`src/rtl/level_pkg.sv`:
```
// Shared types and classification for the tank-level sensor path.
// The level codes match what the 7-segment display stage decodes.
package level_pkg;

   typedef enum logic [1:0] {
      LVL_HIGH  = 2'b00,
      LVL_MID   = 2'b01,
      LVL_LOW   = 2'b10,
      LVL_FAULT = 2'b11
   } level_t;

   typedef enum logic [1:0] {
      S_INIT,
      S_RUN,
      S_SUSPECT,
      S_FAULT
   } state_t;

   // pair = {hi, lo}; hi wet with lo dry cannot happen physically
   function automatic level_t pair_to_level(input logic [1:0] pair);
      level_t lvl;
      case (pair)
         2'b11:   lvl = LVL_HIGH;
         2'b01:   lvl = LVL_MID;
         2'b00:   lvl = LVL_LOW;
         default: lvl = LVL_FAULT;
      endcase
      return lvl;
   endfunction

endpackage

```
`src/rtl/sensor_debounce.sv`:
```
// Two-flop synchroniser followed by a candidate/counter debouncer.
// o_stable is high once the synced value has held for CYCLES samples.
module sensor_debounce #(
   parameter int WIDTH  = 2,
   parameter int CYCLES = 4
) (
   input  logic             i_clk,
   input  logic             i_rst_n,
   input  logic [WIDTH-1:0] i_async,
   output logic [WIDTH-1:0] o_cand,
   output logic             o_stable
);

   localparam int CNT_W = $clog2(CYCLES) + 1;
   localparam logic [CNT_W-1:0] DMAX = CNT_W'(CYCLES - 1);

   logic [WIDTH-1:0] r_s1;
   logic [WIDTH-1:0] r_s2;
   logic [WIDTH-1:0] r_cand;
   logic [CNT_W-1:0] r_dcnt;

   always_ff @(posedge i_clk) begin
      if (!i_rst_n) begin
         r_s1   <= '0;
         r_s2   <= '0;
         r_cand <= '0;
         r_dcnt <= '0;
      end else begin
         r_s1 <= i_async;
         r_s2 <= r_s1;
         if (r_s2 != r_cand) begin
            r_cand <= r_s2;
            r_dcnt <= '0;
         end else if (r_dcnt != DMAX) begin
            r_dcnt <= r_dcnt + CNT_W'(1);
         end
      end
   end

   assign o_cand   = r_cand;
   assign o_stable = (r_s2 == r_cand) && (r_dcnt == DMAX);

endmodule

```
`src/rtl/level_sensor_monitor.sv`:
```
// Tank-level probe monitor: debounces the 80%/30% probes, classifies
// the level and confirms probe faults before latching them.
module level_sensor_monitor
   import level_pkg::*;
#(
   parameter int DEBOUNCE_CYCLES = 4,
   parameter int FAULT_CYCLES    = 8
) (
   input  logic       clk_2,
   input  logic       reset_n,
   input  logic       sens_hi,
   input  logic       sens_lo,
   input  logic       fault_clr,
   output logic [1:0] level_code,
   output logic       level_valid,
   output logic       level_chg,
   output logic       fault_sticky
);

   localparam int MAXC  = (DEBOUNCE_CYCLES > FAULT_CYCLES) ?
                          DEBOUNCE_CYCLES : FAULT_CYCLES;
   localparam int CNT_W = $clog2(MAXC) + 1;
   localparam logic [CNT_W-1:0] FMAX = CNT_W'(FAULT_CYCLES - 1);

   logic [1:0]       w_cand;
   logic             w_stable;
   level_t           w_lvl;
   logic             w_inv;
   logic             w_st_ok;
   logic             w_st_inv;

   state_t           r_state;
   state_t           w_state_nxt;
   logic [CNT_W-1:0] r_fcnt;
   logic [CNT_W-1:0] w_fcnt_nxt;

   level_t           r_code;
   level_t           w_code_nxt;
   logic             r_valid;
   logic             w_valid_nxt;
   logic             r_chg;
   logic             r_sticky;
   logic             w_sticky_nxt;

   sensor_debounce #(
      .WIDTH  (2),
      .CYCLES (DEBOUNCE_CYCLES)
   ) u_deb (
      .i_clk    (clk_2),
      .i_rst_n  (reset_n),
      .i_async  ({sens_hi, sens_lo}),
      .o_cand   (w_cand),
      .o_stable (w_stable)
   );

   assign w_lvl    = pair_to_level(w_cand);
   assign w_inv    = (w_lvl == LVL_FAULT);
   assign w_st_ok  = w_stable && !w_inv;
   assign w_st_inv = w_stable && w_inv;

   always_ff @(posedge clk_2) begin
      if (!reset_n) begin
         r_state  <= S_INIT;
         r_fcnt   <= '0;
         r_code   <= LVL_FAULT;
         r_valid  <= 1'b0;
         r_chg    <= 1'b0;
         r_sticky <= 1'b0;
      end else begin
         r_state  <= w_state_nxt;
         r_fcnt   <= w_fcnt_nxt;
         r_code   <= w_code_nxt;
         r_valid  <= w_valid_nxt;
         r_chg    <= (w_code_nxt != r_code);
         r_sticky <= w_sticky_nxt;
      end
   end

   always_comb begin
      w_state_nxt = r_state;
      w_fcnt_nxt  = r_fcnt;
      unique case (r_state)
         S_INIT: begin
            if (w_st_ok) begin
               w_state_nxt = S_RUN;
            end else if (w_st_inv) begin
               w_state_nxt = S_SUSPECT;
               w_fcnt_nxt  = '0;
            end
         end
         S_RUN: begin
            if (w_st_inv) begin
               w_state_nxt = S_SUSPECT;
               w_fcnt_nxt  = '0;
            end
         end
         S_SUSPECT: begin
            // any valid candidate, even unstable, drops the suspicion
            if (!w_inv) begin
               w_state_nxt = r_valid ? S_RUN : S_INIT;
               w_fcnt_nxt  = '0;
            end else if (w_stable) begin
               if (r_fcnt == FMAX) begin
                  w_state_nxt = S_FAULT;
                  w_fcnt_nxt  = '0;
               end else begin
                  w_fcnt_nxt = r_fcnt + CNT_W'(1);
               end
            end
         end
         S_FAULT: begin
            if (fault_clr && w_st_ok) begin
               w_state_nxt = S_RUN;
            end
         end
      endcase
   end

   always_comb begin
      w_code_nxt   = r_code;
      w_valid_nxt  = r_valid;
      w_sticky_nxt = r_sticky;
      unique case (r_state)
         S_INIT: begin
            if (w_st_ok) begin
               w_code_nxt  = w_lvl;
               w_valid_nxt = 1'b1;
            end
         end
         S_RUN: begin
            if (w_st_ok) begin
               w_code_nxt = w_lvl;
            end
         end
         S_SUSPECT: begin
            if (w_st_inv && (r_fcnt == FMAX)) begin
               w_code_nxt   = LVL_FAULT;
               w_valid_nxt  = 1'b1;
               w_sticky_nxt = 1'b1;
            end
         end
         S_FAULT: begin
            if (fault_clr && w_st_ok) begin
               w_code_nxt   = w_lvl;
               w_sticky_nxt = 1'b0;
            end
         end
      endcase
   end

   assign level_code   = r_code;
   assign level_valid  = r_valid;
   assign level_chg    = r_chg;
   assign fault_sticky = r_sticky;

endmodule
```
`config.mk`:
```
export PLATFORM = sky130hd
export DESIGN_NAME = level_sensor_monitor
export DESIGN_NICKNAME = d
export VERILOG_FILES = /design/src/rtl/level_pkg.sv /design/src/rtl/sensor_debounce.sv /design/src/rtl/level_sensor_monitor.sv
export SDC_FILE = /design/constraint.sdc
export NUM_CORES = 1
export LEC_CHECK = 0
export CORE_ASPECT_RATIO = 0.8
export CORE_MARGIN = 5
export CORE_UTILIZATION = 49
export CTS_CLUSTER_SIZE = 10
export DETAILED_ROUTE_END_ITERATION = 6
export PLACE_DENSITY = 0.81
export SLEW_MARGIN = 30
export SYNTH_ARGS = -nofsm -noshare
export SYNTH_HDL_FRONTEND = slang
export SYNTH_SLANG_ARGS = --single-unit
```
`constraint.sdc`:
```
create_clock -name clk_2 -period 1.4 [get_ports clk_2]
set_input_delay 0.14 -clock clk_2 [delete_from_list [all_inputs] [get_ports clk_2]]
set_output_delay 0.14 -clock clk_2 [all_outputs]
set_load 0.005 [all_outputs]
```
==> results.yml <==
route:
  drc: 0
  ant_nets: 0
  firstDrtPassIters: 4
  drt-initial-drc-count: 65
  via_per_inst: 5.52
  routed_wl_mm: 2.37
  wl_per_cell_um: 14.4
  num_vias: 905
power:
  powerDensity_nw_per_um2: 831
  irDropWorstVdd_v: 0.000990
  clockPowerShare_pct: 39.5
  swShare_pct: 22.5
  p_int_uw: 953
  power_leakage_uw: 0.000595
  switchingPower_uw: 277
  combinationalPowerShare_pct: 11.8
  power_frac_seq_pct: 48.7
global_route:
  grt_overflow: 0
  track_usage_pct: 16.0
  grt_start_max_net_pins: 13
  grt_pass1_vias: 878
  grt_pass1_wl_mm: 3.82
  antenna_found_initial: 0
clock_tree:
  worstSkewPairLatency_ns: 0.31
  cts_tree: "built"
  ctsHoldBuffers: 0
  cts_buffers: 3
  root_buffer: "clkbuf_4"
  cts.htree.levels: 1
  cts_buffer_depth: 2
  clk_pin_slew_ns: 0.12
  cts_sinks: 20
layout:
  layout-drive-gt1-share_pct: 41.7
  synthToLayoutAreaGrowth_pct: 41.5
  diodes: 0
  nets: 151
  layout_common_cells: "18 x buf_4, 15 x dfxtp_1, 9 x clkdlybuf4s50_1, 8 x nand2_1, 7 x and2_1"
  final_common_cell: "buf_4"
floorplan:
  start_util_pct: 49.8
  rows: 15
  ios: 10
  die_area_um2: 3160
  coreArea_um2: 2100
  die_w_um: 61.7
  fp.dieH_um: 51.3
timing:
  final.period_utilization_pct: 108
  rsz0062_at_grt: "yes"
  drv_slew: 0
  fmax_mhz: 663
  final-setup-viol-count: 7
  worst_pin_slew_ns: 0.281
  fin_worst_skew_ns: 0.00134
  hold_violations: 0
  postLayoutSetupSlackWorst_ns: -0.108
  whs_ns: 0.390
  relSlewSlack_pct: 81.1
  period_needed_ns: 1.51
critical_path:
  critPathLaunchType: "flip-flop"
  cpMaxStageDelayCell: "dfxtp_4"
  cp-end-kind: "flip-flop"
  crit_start: "u_deb.o_cand[0]"
  slowest_delay_ns: 0.39
  cp_top_family: "compound AO/OA/AOI/OAI gates"
  r2r_start: "u_deb.o_cand[0]"
  critPathArrivalTime_ns: 1.72
  cp.buffers_inverters: 1
  cp_max_fo: 6
  required_ns: 1.61
  crit_chain: "inv_4, ha_4, and3b_2, nand2_4, o22ai_2, o311a_1"
  path_class: "flip-flop to flip-flop"
synth:
  synthCells: 112
  synth_edf_count: 0
  avgSynthCellArea_um2: 9.34
  synth_seq_cells: 20
  synth_ff_type: "dfxtp_1"
  synthArstFlopShare_pct: 0
  syn_area_um2: 1050
  ys_seq_area_share_pct: 38.3
  ys_warn_count: 0
  synthDistinctLibCells: 43
  synthesis.nets: 123
run_status:
  violations: "negative setup slack"
  status: "finished with violations"
worst_hold_path:
  min_path_type: "input pin to flip-flop"
  hp-start: "sens_hi"
job:
  maxCapViolCount: 0
place:
  pre_cts_slack_ns: -0.142
  numPortBuffers: 9
  dp_hpwl_mm: 1.53
  gp_congestion: 0.892
synth_stat cells, drive strengths merged (2+ instances only):
cell type  number  area, um^2
ha              6        75.1
o2bb2ai         2        17.5
and2            8        51.3
o21ai           4        20.0
mux2i           3        30.0
nand2          10        45.0
inv             5        18.8
dfxtp          20         400
a21oi           7        38.8
nor2b           3        18.8
clkbuf          3        21.3
and3b           2        17.5
a221oi          2        23.8
o22ai           3        18.8
xnor2           2        17.5
buf             3        23.8
nand3           5        25.0
nor2            6        22.5
or2             2        15.0
power by group through the flow:
stage	Sequential [uW]	Clock (uW)	Combinational (uW)
after floorplan	608	0	75.1
after global placement	608	0	119
after detailed placement	610	0	124
after CTS	598	495	133
after global routing	602	524	160
final	599	486	145
what timing repair did:
action                     4_1_cts  5_1_grt
buffers inserted                 0        3
pin swaps                        7        3
setup endpoints to repair       10       14
gates resized for setup         14       12
gates cloned                     0        0
per-stage QoR:
step                      instance area, um^2  TNS [ns]  util, %  total power, uW  std cells
after floorplan                          1100         0        -              683        112
after global placement                   1300    -0.143     61.7              728        157
after detailed placement                 1300    -0.237     61.7              734        157
after CTS                                1400    -0.191     66.5             1230        161
after global routing                     1480     -1.17     70.4             1290        164
final                                    1480    -0.343     70.4             1230        164
worst register-to-register path, stage by stage, from the launching register on:
cell and delay (ns):
dfxtp_4 0.39, inv_4 0.05, ha_4 0.17, and3b_2 0.26
nand2_4 0.10, o22ai_2 0.08, o311a_1 0.35
sequential cells by signal (all words and copies together) (netlist names), 2 cells and up, named ones only:
name	flops
u_deb.r_s1	2
r_fcnt	4
u_deb.r_s2	2
u_deb.o_cand	2
level_code	2
u_deb.r_dcnt	3
area by class of cell:
type                       instances  area, um^2
tap                               25        31.3
sequential                        20         412
inverter                           5        21.3
clock inverter                     1        30.0
clock buffer                       3        22.5
timing repair buffer              29         248
multi-input combinational         81         716
fill                             148         622
metal layers:
layer / share of wire, % / GRT usage [%] / vias up
li1: - / - / 448
met1: 45 / 20.1 / 424
met2: 48 / 25.4 / 29
met3: 5.4 / 4.80 / 4
met4: 1.5 / 5.65 / 0
met5: 0 / 0 / -
path summary, 6_finish.rpt:
check / end / slack (ns) / depth (start not counted)
worst min register to register: u_deb.r_s2[0] / 0.45 / 1
worst max register to register: level_chg / -0.11 / 6
worst max-delay path: level_chg / -0.11 / 6
worst min-delay path: u_deb.r_s1[1] / 0.39 / 2
logic make-up (layout without fill, tap and decap cells):
group / Yosys count / in the layout / share of synthesized area (%)
multiplexers: 3 / 3 / 2.87
XOR/XNOR: 3 / 3 / 2.51
AND/OR/NAND/NOR: 44 / 44 / 25.4
AO/OA/AOI/OAI: 25 / 25 / 17.7
adder cells (fa/ha/maj): 6 / 6 / 7.18
buffers and inverters: 11 / 38 / 6.10
flip-flops: 20 / 20 / 38.3
Power figures use the tool's default switching activity.
